$ cat src/rtl/hazard_scoreboard_if.sv
// rtl/hazard_scoreboard_if.sv - pipeline hazard bundle between datapath (master) and scoreboard (slave)
interface hazard_scoreboard_if #(
  parameter int REG_W  = 5,
  parameter int T_W    = 2,
  parameter int STAT_W = 16
);
  logic [REG_W-1:0]  D_rs, D_rt;
  logic [T_W-1:0]    D_tuse_rs, D_tuse_rt;
  logic              D_is_md;
  logic [REG_W-1:0]  E_rs, E_rt, E_wra;
  logic [T_W-1:0]    E_tnew;
  logic [REG_W-1:0]  M_rt, M_wra;
  logic [REG_W-1:0]  W_wra;
  logic              md_start, md_is_div;
  logic              stat_clr;
  logic              stall;
  logic [1:0]        fwd_rs_D, fwd_rt_D;
  logic [1:0]        fwd_a_E, fwd_b_E;
  logic              fwd_M;
  logic              md_busy;
  logic [STAT_W-1:0] stall_count;

  modport master (
    output D_rs, D_rt, D_tuse_rs, D_tuse_rt, D_is_md,
    output E_rs, E_rt, E_wra, E_tnew, M_rt, M_wra, W_wra,
    output md_start, md_is_div, stat_clr,
    input  stall, fwd_rs_D, fwd_rt_D, fwd_a_E, fwd_b_E, fwd_M, md_busy, stall_count
  );

  modport slave (
    input  D_rs, D_rt, D_tuse_rs, D_tuse_rt, D_is_md,
    input  E_rs, E_rt, E_wra, E_tnew, M_rt, M_wra, W_wra,
    input  md_start, md_is_div, stat_clr,
    output stall, fwd_rs_D, fwd_rt_D, fwd_a_E, fwd_b_E, fwd_M, md_busy, stall_count
  );
endinterface

$ cat src/rtl/hazard_scoreboard.sv
// rtl/hazard_scoreboard.sv - Tnew/Tuse stall, forwarding select and mult/div busy tracking
module hazard_scoreboard #(
  parameter int REG_W    = 5,
  parameter int T_W      = 2,
  parameter int MULT_LAT = 5,
  parameter int DIV_LAT  = 10,
  parameter int CNT_MD   = 4,
  parameter int STAT_W   = 16
) (
  input logic               clk,
  input logic               reset_n,
  hazard_scoreboard_if.slave hz
);

  localparam logic [REG_W-1:0] R0 = '0;

  logic [T_W-1:0]    m_tnew;
  logic [CNT_MD-1:0] md_cnt;
  logic [STAT_W-1:0] stall_cnt;

  logic rs_hit_e, rs_hit_m, rt_hit_e, rt_hit_m;
  logic stall_haz, stall_md, stall_w;

  // Register 0 is hardwired to zero, so it never matches a producer.
  assign rs_hit_e = (hz.D_rs != R0) && (hz.D_rs == hz.E_wra);
  assign rs_hit_m = (hz.D_rs != R0) && (hz.D_rs == hz.M_wra);
  assign rt_hit_e = (hz.D_rt != R0) && (hz.D_rt == hz.E_wra);
  assign rt_hit_m = (hz.D_rt != R0) && (hz.D_rt == hz.M_wra);

  assign stall_haz = (rs_hit_e && (hz.E_tnew > hz.D_tuse_rs)) ||
                     (rs_hit_m && (m_tnew   > hz.D_tuse_rs)) ||
                     (rt_hit_e && (hz.E_tnew > hz.D_tuse_rt)) ||
                     (rt_hit_m && (m_tnew   > hz.D_tuse_rt));

  assign stall_md = hz.D_is_md && (hz.md_busy || hz.md_start);
  assign stall_w  = stall_haz || stall_md;

  assign hz.stall       = stall_w;
  assign hz.md_busy     = (md_cnt != '0);
  assign hz.stall_count = stall_cnt;
  assign hz.fwd_M       = (hz.M_rt != R0) && (hz.M_rt == hz.W_wra);

  always_comb begin
    hz.fwd_rs_D = 2'b00;
    hz.fwd_rt_D = 2'b00;
    hz.fwd_a_E  = 2'b00;
    hz.fwd_b_E  = 2'b00;
    // E result is only forwardable once it is ready (Tnew 0); otherwise fall back to M.
    if (rs_hit_e && (hz.E_tnew == '0)) hz.fwd_rs_D = 2'b01;
    else if (rs_hit_m)                 hz.fwd_rs_D = 2'b10;
    if (rt_hit_e && (hz.E_tnew == '0)) hz.fwd_rt_D = 2'b01;
    else if (rt_hit_m)                 hz.fwd_rt_D = 2'b10;
    if ((hz.E_rs != R0) && (hz.E_rs == hz.M_wra))      hz.fwd_a_E = 2'b01;
    else if ((hz.E_rs != R0) && (hz.E_rs == hz.W_wra)) hz.fwd_a_E = 2'b10;
    if ((hz.E_rt != R0) && (hz.E_rt == hz.M_wra))      hz.fwd_b_E = 2'b01;
    else if ((hz.E_rt != R0) && (hz.E_rt == hz.W_wra)) hz.fwd_b_E = 2'b10;
  end

  always_ff @(posedge clk or negedge reset_n) begin
    if (!reset_n) begin
      m_tnew <= '0;
    end else begin
      m_tnew <= (hz.E_tnew == '0) ? '0 : hz.E_tnew - T_W'(1);
    end
  end

  // A new issue always reloads, so back-to-back ops track only the latest.
  always_ff @(posedge clk or negedge reset_n) begin
    if (!reset_n) begin
      md_cnt <= '0;
    end else if (hz.md_start) begin
      md_cnt <= hz.md_is_div ? CNT_MD'(DIV_LAT) : CNT_MD'(MULT_LAT);
    end else if (md_cnt != '0) begin
      md_cnt <= md_cnt - CNT_MD'(1);
    end
  end

  always_ff @(posedge clk or negedge reset_n) begin
    if (!reset_n) begin
      stall_cnt <= '0;
    end else if (hz.stat_clr) begin
      stall_cnt <= '0;
    end else if (stall_w && !(&stall_cnt)) begin
      stall_cnt <= stall_cnt + STAT_W'(1);
    end
  end

endmodule

$ cat src/flat_wrapper.sv
// flat-port wrapper written by rule: the top's interface ports become plain ports
module hazard_scoreboard_flat 
#(
  parameter int REG_W    = 5,
  parameter int T_W      = 2,
  parameter int MULT_LAT = 5,
  parameter int DIV_LAT  = 10,
  parameter int CNT_MD   = 4,
  parameter int STAT_W   = 16
)
  (clk, reset_n, hz_D_rs, hz_D_rt, hz_D_tuse_rs, hz_D_tuse_rt, hz_D_is_md, hz_E_rs, hz_E_rt, hz_E_wra, hz_E_tnew, hz_M_rt, hz_M_wra, hz_W_wra, hz_md_start, hz_md_is_div, hz_stat_clr, hz_stall, hz_fwd_rs_D, hz_fwd_rt_D, hz_fwd_a_E, hz_fwd_b_E, hz_fwd_M, hz_md_busy, hz_stall_count);
  hazard_scoreboard_if #(.REG_W(REG_W), .T_W(T_W), .STAT_W(STAT_W)) hz_i ();
  input logic clk;
  input logic reset_n;
  input wire logic [$bits(hz_i.D_rs)-1:0] hz_D_rs;
  input wire logic [$bits(hz_i.D_rt)-1:0] hz_D_rt;
  input wire logic [$bits(hz_i.D_tuse_rs)-1:0] hz_D_tuse_rs;
  input wire logic [$bits(hz_i.D_tuse_rt)-1:0] hz_D_tuse_rt;
  input wire logic [$bits(hz_i.D_is_md)-1:0] hz_D_is_md;
  input wire logic [$bits(hz_i.E_rs)-1:0] hz_E_rs;
  input wire logic [$bits(hz_i.E_rt)-1:0] hz_E_rt;
  input wire logic [$bits(hz_i.E_wra)-1:0] hz_E_wra;
  input wire logic [$bits(hz_i.E_tnew)-1:0] hz_E_tnew;
  input wire logic [$bits(hz_i.M_rt)-1:0] hz_M_rt;
  input wire logic [$bits(hz_i.M_wra)-1:0] hz_M_wra;
  input wire logic [$bits(hz_i.W_wra)-1:0] hz_W_wra;
  input wire logic [$bits(hz_i.md_start)-1:0] hz_md_start;
  input wire logic [$bits(hz_i.md_is_div)-1:0] hz_md_is_div;
  input wire logic [$bits(hz_i.stat_clr)-1:0] hz_stat_clr;
  output wire logic [$bits(hz_i.stall)-1:0] hz_stall;
  output wire logic [$bits(hz_i.fwd_rs_D)-1:0] hz_fwd_rs_D;
  output wire logic [$bits(hz_i.fwd_rt_D)-1:0] hz_fwd_rt_D;
  output wire logic [$bits(hz_i.fwd_a_E)-1:0] hz_fwd_a_E;
  output wire logic [$bits(hz_i.fwd_b_E)-1:0] hz_fwd_b_E;
  output wire logic [$bits(hz_i.fwd_M)-1:0] hz_fwd_M;
  output wire logic [$bits(hz_i.md_busy)-1:0] hz_md_busy;
  output wire logic [$bits(hz_i.stall_count)-1:0] hz_stall_count;
  assign hz_i.D_rs = hz_D_rs;
  assign hz_i.D_rt = hz_D_rt;
  assign hz_i.D_tuse_rs = hz_D_tuse_rs;
  assign hz_i.D_tuse_rt = hz_D_tuse_rt;
  assign hz_i.D_is_md = hz_D_is_md;
  assign hz_i.E_rs = hz_E_rs;
  assign hz_i.E_rt = hz_E_rt;
  assign hz_i.E_wra = hz_E_wra;
  assign hz_i.E_tnew = hz_E_tnew;
  assign hz_i.M_rt = hz_M_rt;
  assign hz_i.M_wra = hz_M_wra;
  assign hz_i.W_wra = hz_W_wra;
  assign hz_i.md_start = hz_md_start;
  assign hz_i.md_is_div = hz_md_is_div;
  assign hz_i.stat_clr = hz_stat_clr;
  assign hz_stall = hz_i.stall;
  assign hz_fwd_rs_D = hz_i.fwd_rs_D;
  assign hz_fwd_rt_D = hz_i.fwd_rt_D;
  assign hz_fwd_a_E = hz_i.fwd_a_E;
  assign hz_fwd_b_E = hz_i.fwd_b_E;
  assign hz_fwd_M = hz_i.fwd_M;
  assign hz_md_busy = hz_i.md_busy;
  assign hz_stall_count = hz_i.stall_count;
  hazard_scoreboard #(.REG_W(REG_W), .T_W(T_W), .MULT_LAT(MULT_LAT), .DIV_LAT(DIV_LAT), .CNT_MD(CNT_MD), .STAT_W(STAT_W)) u_core (.clk(clk), .reset_n(reset_n), .hz(hz_i));
endmodule
$ cat config.mk
export PLATFORM = sky130hd
export DESIGN_NAME = hazard_scoreboard_flat
export DESIGN_NICKNAME = d
export VERILOG_FILES = /design/src/rtl/hazard_scoreboard_if.sv /design/src/rtl/hazard_scoreboard.sv /design/src/flat_wrapper.sv
export SDC_FILE = /design/constraint.sdc
export NUM_CORES = 1
export LEC_CHECK = 0
export CORE_MARGIN = 10
export CORE_UTILIZATION = 40
export DETAILED_ROUTE_END_ITERATION = 6
export PLACE_DENSITY = 0.77
export SYNTH_ARGS = -nofsm -noshare
export SYNTH_HDL_FRONTEND = slang
export SYNTH_SLANG_ARGS = --single-unit
$ cat constraint.sdc
create_clock -name clk -period 2.2 [get_ports clk]
set_input_delay 0.22 -clock clk [delete_from_list [all_inputs] [get_ports clk]]
set_output_delay 0.22 -clock clk [all_outputs]
set_load 0.01 [all_outputs]
==> summary.txt, run 1 <==
Run status
  – Outcome: finished with violations
  – Failing checks: negative setup slack

Critical path
  – Worst Reg-to-Reg Cells: 9
  – Setup slack, reg-to-reg: -0.28 ns
  – Reg-to-reg endpoint: u_core.hz.stall_count[11]
  – Crit end category: flop
  – Largest stage delay on the critical path: 0.51 ns
  – Sum of buffers and inverters on the critical path: 2
  – Launch point of the worst reg-to-reg path: u_core.m_tnew[1]
  – Biggest fanout along the worst timing path: 4
  – Worst path cell trace: ha_4 > nor2b_4 > o21ai_1 > or4_1 > and4_4 > buf_12 > buf_8 > or4_4 > a21oi_2
  – Setup Crit Path Kind: flop to flop
  – Arrival @ worst endpoint: 2.68 ns
  – Cell with the largest stage delay on the worst path: sky130_fd_sc_hd__or4_4
  – Required time worst endpoint: 2.40 ns
  – Delay-heaviest family, CP: simple AND/OR/NAND/NOR gates
  – Nature of the critical path startpoint: flop

Synth
  – Yosys top cell area share: 27.2%
  – Count of mapped cells out of synthesis: 238
  – Number of distinct library cells after synthesis: 36
  – Fraction of registers with async set/reset: between 90% and 100%
  – List of most frequent post-synthesis cells: 25 x sky130_fd_sc_hd__xor2_1, 22 x sky130_fd_sc_hd__dfrtp_1, 20 x sky130_fd_sc_hd__xnor2_1
  – Complex-gate fraction of the synthesized area: 10.3%
  – Most numerous cell in the Yosys netlist: sky130_fd_sc_hd__xor2_1
  – Dominant register cell in the synthesized netlist: sky130_fd_sc_hd__dfrtp_1
  – Share of the synthesized netlist area taken by xor and xnor gates: 19.5%
  – Synthesized flop and latch total: 22
  – Post-Synth Adder-Cell Area: 6.80%
  – Combinational family with the most area after synthesis: simple AND/OR/NAND/NOR gates
  – Multiplexer fraction of the synthesized cell area: 4.45%
  – Number of enable flip-flop cells after synthesis: 0
  – Net count after synthesis: 301
  – Simple logic cell fraction of the synthesized area: between 20% and 30%
  – Post-Syn Area per Cell: between 8 and 9 um^2
  – Yosys warns: 0
  – Synthesized cell area: about 0.0020 mm^2
  – Synth top area cells: sky130_fd_sc_hd__dfrtp_1 27%, sky130_fd_sc_hd__xor2_1 11%, sky130_fd_sc_hd__xnor2_1 8.7%
  – Cell taking the most area after synthesis: sky130_fd_sc_hd__dfrtp_1
  – Sequential share of the synthesized area: between 20 and 30%

Pwr
  – Power per cell area: 377 mW/mm^2
  – Leakage power: 1.60 nW
  – Worst vdd rail ir drop: 0.000318 V
  – Post-layout total power: 1.39 mW

Global routing
  – Number of antenna violations at the first check in global routing: 0
  – Number of global-route vias before repair: approximately 2600
  – Aggregate global routing overflow: 0
  – Global-route total usage across every layer: 17.8%
  – First-pass GRT wire length: 12.6 mm
  – Largest net degree at the start of global routing: 25

Routing
  – Highest metal layer used by the detailed router: met4
  – Post-DR vias/cell: 5.45
  – Met3 Wirelength: 606 um
  – Routed Wire Length: 7.78 mm
  – Sum of routed wire segments on met1: 3.06 mm
  – Routed len/inst: roughly 18 um
  – Post-route ant nets: 0
  – Met2 Routed Length: 3.99 mm
  – DRC violation count after routing: 0
  – Number of iterations in the first detailed-routing pass: 5
  – Number of DRC markers after the initial detailed-route iteration: 162
  – DR vias: around 2400

Place
  – Placer's final routability congestion estimate: 0.878
  – Port-buffer cells: 78
  – Placed Cells incl. Taps: 428
  – Post-detail-place hpwl: 5.44 mm

Timing
  – Final period utilization: 113%
  – Worst Slack Setup Final: -0.281 ns
  – Total of endpoints with negative setup slack in the final report: 16
  – Slew headroom: 72.9%
  – Worst Max-Slew Pin Slew: around 0.4 ns
  – Final number of max-transition violations: 0
  – Number of endpoints with negative hold slack in the final report: 0
  – Maximum clock rate: around 400 MHz
  – Setup repair after global routing missed its margin: yes
  – Final critical path time including I/O delays and setup: 2.48 ns
  – Worst-case clock skew: between 0.006 and 0.007 ns

CTS
  – Clock tree root buffer cell: sky130_fd_sc_hd__clkbuf_8
  – Worst-path clk slew: 0.08 ns
  – Worst-skew pair later-pin latency: around 0.27 ns
  – Clock tree buffer depth: 2
  – CTS buffer count: 3
  – TritonCTS clock tree: done
  – Sinks on the clock net: 22
  – H-tree levels: 1

Floorplan
  – I/O pins: between 70 and 80
  – Standard-cell rows: 25
  – Die outline area: between 0.008 and 0.009 mm^2
  – Core area: 0.00482 mm^2
  – Initial core utilization: ~42%
  – Die extent in x: a little over 90 um
  – Vertical extent of the die: 91.1 um

Final layout
  – Final net count: 440
  – Count of placed standard cells in the final layout, fillers left out: 443
  – Antenna diode count: 0
  – Fraction of final layout cells with drive strength greater than 1: 30.6%
  – Layout-stage area growth over the synthesis result: 82.6%
  – Fill cells: 334

Run
  – Number of violations of the max-capacitance limit: 0

Worst hold path
  – Kind of path behind the tightest hold check: input pin to async pin
kinds of logic (layout without fill, tap and decap cells):
group,after synthesis,in the layout
AND/OR/NAND/NOR,105,105
XOR/XNOR,45,45
multiplexers,8,8
adder cells (fa/ha/maj),11,11
AO/OA/AOI/OAI,33,33
buffers and inverters,14,152
flip-flops,22,22
timing repair:
item	4_1_cts	5_1_grt
endpoints found under the setup margin	22	21
gates cloned	1	0
hold buffers	0	0
buffers inserted	8	3
gates resized for setup	61	34
endpoints found under the hold margin	0	0
pin swaps	20	13
registers in the layout, summed over array words and instances, names as in the netlist:
name	flops
u_core.md_cnt	4
u_core.hz.stall_count	16
u_core.m_tnew	2
per-stage QoR:
stage / hold WS, ns / TNS [ns] / cell area (um^2) / setup slack, ns / utilization [%]
2_1_floorplan: -0.0756 / -0.316 / 2050 / -0.0705 / -
3_3_place_gp: 0.575 / -7.70 / 3260 / -0.510 / 67.7
3_5_place_dp: 0.595 / -8.17 / 3260 / -0.593 / 67.7
4_1_cts: 0.308 / -2.76 / 3600 / -0.280 / 74.7
5_1_grt: 0.325 / -4.25 / 3700 / -0.352 / 76.7
6_report: 0.293 / -3.03 / 3700 / -0.281 / 76.7
worst max-delay path by stage:
| stage | depth (start not counted) | startpoint | to |
|---|---|---|---|
| finish | 9 | u_core.m_tnew[1] | u_core.hz.stall_count[11] |
| global route | 9 | u_core.m_tnew[1] | u_core.hz.stall_count[3] |
| CTS | 9 | u_core.m_tnew[1] | u_core.hz.stall_count[6] |
| detailed placement | 10 | hz_D_tuse_rs[1] | u_core.hz.stall_count[8] |
| global placement | 9 | hz_D_tuse_rs[1] | hz_stall |
| floorplan | 10 | u_core.md_cnt[0] | u_core.hz.stall_count[10] |
routing by layer:
| metal | GRT usage, % | vias up |
|---|---|---|
| met1 | 19.7 | 1162 |
| met4 | 5.22 | 0 |
| met5 | 0 | - |
| met2 | 31.7 | 111 |
| met3 | 5.51 | 16 |
| li1 | - | 1127 |
power breakdown:
part	internal, mW	total, mW	switching [mW]
Sequential	0.421	0.434	0.0130
Clock	0.243	0.383	0.140
Combinational	0.333	0.578	0.245
Total	0.997	1.39	0.398
layout by cell type, fill, tap and decap left out, types with 6 or more instances in the layout:
cell type | Yosys | routed
sky130_fd_sc_hd__ha_1 | 11 | 9
sky130_fd_sc_hd__nand3_1 | 11 | 11
sky130_fd_sc_hd__nand2_1 | 13 | 13
sky130_fd_sc_hd__dlygate4sd2_1 | 0 | 6
sky130_fd_sc_hd__a21oi_1 | 12 | 7
sky130_fd_sc_hd__xor2_1 | 25 | 25
sky130_fd_sc_hd__buf_6 | 1 | 7
sky130_fd_sc_hd__nor2b_1 | 15 | 14
sky130_fd_sc_hd__mux2_4 | 0 | 7
sky130_fd_sc_hd__dfrtp_1 | 22 | 22
sky130_fd_sc_hd__clkdlybuf4s50_1 | 0 | 62
sky130_fd_sc_hd__nor2_1 | 18 | 16
sky130_fd_sc_hd__dlymetal6s2s_1 | 0 | 6
sky130_fd_sc_hd__nor3_1 | 12 | 7
sky130_fd_sc_hd__xnor2_1 | 20 | 20
sky130_fd_sc_hd__buf_4 | 0 | 53
final cells by class:
cell class,instances,area (um^2),area share (%)
multi-input cells,202,1670,45.1
repair buffers,140,1290,34.9
flip-flops and latches,22,551,14.9
well taps,67,83.8,2.27
clock buffers,3,41.3,1.12
inverters,8,35.0,0.948
clock inverters,1,30.0,0.812
(Power assumes the default switching activity.)
==> run 2: changes to the inputs <==
--- a/config.mk
+++ b/config.mk
@@ -5,7 +5,7 @@
 export SDC_FILE = /design/constraint.sdc
 export NUM_CORES = 1
 export LEC_CHECK = 0
-export CORE_MARGIN = 10
+export CORE_MARGIN = 1.5
 export CORE_UTILIZATION = 40
 export DETAILED_ROUTE_END_ITERATION = 6
 export PLACE_DENSITY = 0.77
==> summary.txt, run 2 (synthesis results as in run 1) <==
Critical path
  – Arrival @ worst endpoint: 2.64 ns
  – Largest stage delay on the critical path: 0.57 ns
  – Reg-to-reg endpoint: u_core.hz.stall_count[11]
  – Sum of buffers and inverters on the critical path: 2
  – Count of cell instances traversed by the critical path: 8
  – Required time worst endpoint: 2.40 ns
  – Cell with the largest stage delay on the worst path: sky130_fd_sc_hd__or4_1
  – Nature of the critical path startpoint: input pin
  – Worst path cell trace: clkdlybuf4s50_1 > xnor2_1 > nand3_1 > or4_1 > and4_4 > buf_12 > or4_4 > a21oi_2
  – Delay-heaviest family, CP: simple AND/OR/NAND/NOR gates
  – Biggest fanout along the worst timing path: 7
  – Worst Reg-to-Reg Cells: 8
  – Crit end category: flop
  – Setup Crit Path Kind: input pin to flop
  – Setup slack, reg-to-reg: -0.23 ns
  – Launch point of the worst reg-to-reg path: u_core.m_tnew[1]

Run status
  – Failing checks: negative setup slack
  – Outcome: finished with violations

Final layout
  – Number of flip-flops under the largest register name: 16
  – Count of placed standard cells in the final layout, fillers left out: 440
  – Fraction of final layout cells with drive strength greater than 1: 30.6%
  – Commonest non-fill, non-tap cells in the layout: 63 x sky130_fd_sc_hd__clkdlybuf4s50_1, 55 x sky130_fd_sc_hd__buf_4, 25 x sky130_fd_sc_hd__xor2_1
  – Util after Layout: 76.8%
  – Final net count: 437
  – Antenna diode count: 0
  – Layout-stage area growth over the synthesis result: 81.6%
  – Most common cell after layout, fill and taps aside: sky130_fd_sc_hd__clkdlybuf4s50_1
  – Final instance area: 0.00368 mm^2

CTS
  – Worst-skew pair later-pin latency: 0.27 ns
  – Worst-path clk slew: 0.09 ns
  – H-tree levels: 1
  – TritonCTS clock tree: done
  – Clock tree buffer depth: 2
  – Number of buffers inserted by hold repair at cts: 0
  – Clock tree root buffer cell: sky130_fd_sc_hd__clkbuf_8
  – Sinks on the clock net: 22
  – CTS buffer count: 3

Timing
  – Setup repair after global routing missed its margin: yes
  – Final period utilization: 111%
  – Fin Setup TNS: -2.33 ns
  – Final number of max-transition violations: 0
  – Worst Max-Slew Pin Slew: 0.717 ns
  – Final critical path time including I/O delays and setup: 2.44 ns
  – Final-layout worst hold slack: 0.304 ns
  – Slew headroom: 52.1%
  – Maximum clock rate: 410 MHz
  – Worst-case clock skew: ~0.0095 ns
  – Number of endpoints with negative hold slack in the final report: 0
  – Total of endpoints with negative setup slack in the final report: 16
  – Worst Slack Setup Final: -0.238 ns

Place
  – Port-buffer cells: 78
  – Worst slack, placed: -0.526 ns
  – Instance area at placement: 0.00328 mm^2
  – Placed Cells incl. Taps: 431
  – Placer's final routability congestion estimate: ~0.86
  – Post-detail-place hpwl: 4.74 mm

Floorplan
  – Vertical extent of the die: 74.1 um
  – Standard-cell rows: 25
  – Die outline area: 0.00550 mm^2
  – I/O pins: between 70 and 80
  – Initial core utilization: 42.3%
  – Die extent in x: 74.1 um
  – Core area: about 0.0048 mm^2

Routing
  – Met3 Wirelength: around 290 um
  – Post-route ant nets: 0
  – Sum of routed wire segments on met1: around 2.7 mm
  – Routed Wire Length: 6.68 mm
  – Number of DRC markers after the initial detailed-route iteration: roughly 130
  – Met2 Routed Length: 3.56 mm
  – Routed len/inst: 15.2 um
  – DR vias: 2347
  – Post-DR vias/cell: 5.33
  – Number of iterations in the first detailed-routing pass: 4
  – DRC violation count after routing: 0
  – Highest metal layer used by the detailed router: met4

Run
  – Number of violations of the max-capacitance limit: 0

Pwr
  – Worst vdd rail ir drop: 0.000259 V
  – Power per cell area: approximately 370 mW/mm^2
  – Post-layout total power: 1.37 mW
  – Leakage power: 1.56 nW

Global routing
  – Number of global-route vias before repair: between 2000 and 2500
  – Aggregate global routing overflow: 0
  – Number of antenna violations at the first check in global routing: 0
  – Largest net degree at the start of global routing: 23
  – Global-route total usage across every layer: 23.6%
  – First-pass GRT wire length: 10.1 mm

Worst hold path
  – Kind of path behind the tightest hold check: input pin to async pin
[run 2: cell count changes in the layout (fill, tap and decap cells not counted), sizes merged]
cell and delta:
dlygate4sd2 +1, dlymetal6s2s -2, clkdlybuf4s15 +1, clkbuf +1
buf -5, clkdlybuf4s50 +1
[run 2: where the power goes]
group	total [mW]	switching [mW]	leakage, nW	internal [mW]
combinational	0.546	0.232	1.23	0.313
clock	0.383	0.140	0.0357	0.243
sequential	0.437	0.0155	0.295	0.421
total	1.37	0.388	1.56	0.977
[run 2: final cells by class]
cell class,instances,area (um^2)
Multi-Input combinational cell,202,1690
Timing Repair Buffer,137,1250
Fill cell,337,1110
Sequential cell,22,551
Tap cell,67,83.8
Clock buffer,3,41.3
Clock inverter,1,30.0
Inverter,8,30.0
[run 2: how the worst max path moves through the flow]
stage / startpoint / endpoint / slack [ns]
final: hz_M_wra[1] / u_core.hz.stall_count[11] / -0.24
after global routing: hz_M_wra[4] / u_core.hz.stall_count[11] / -0.32
after CTS: u_core.md_cnt[1] / hz_stall / -0.14
after detailed placement: hz_D_tuse_rs[1] / hz_stall / -0.53
after global placement: hz_D_tuse_rs[1] / hz_stall / -0.46
after floorplan: u_core.md_cnt[0] / u_core.hz.stall_count[10] / -0.07
[run 2: metal layers]
layer / vias to the layer above / global-route usage (%)
met5: - / 0
met4: 0 / 6.79
met3: 13 / 2.71
met2: 92 / 42.6
met1: 1116 / 29.3
li1: 1126 / -
[run 2: what timing repair did]
action	CTS	global route
pin swaps	9	23
resized for setup	52	33
buffers inserted	2	2
cloned	0	1
endpoints found under the setup margin	25	24
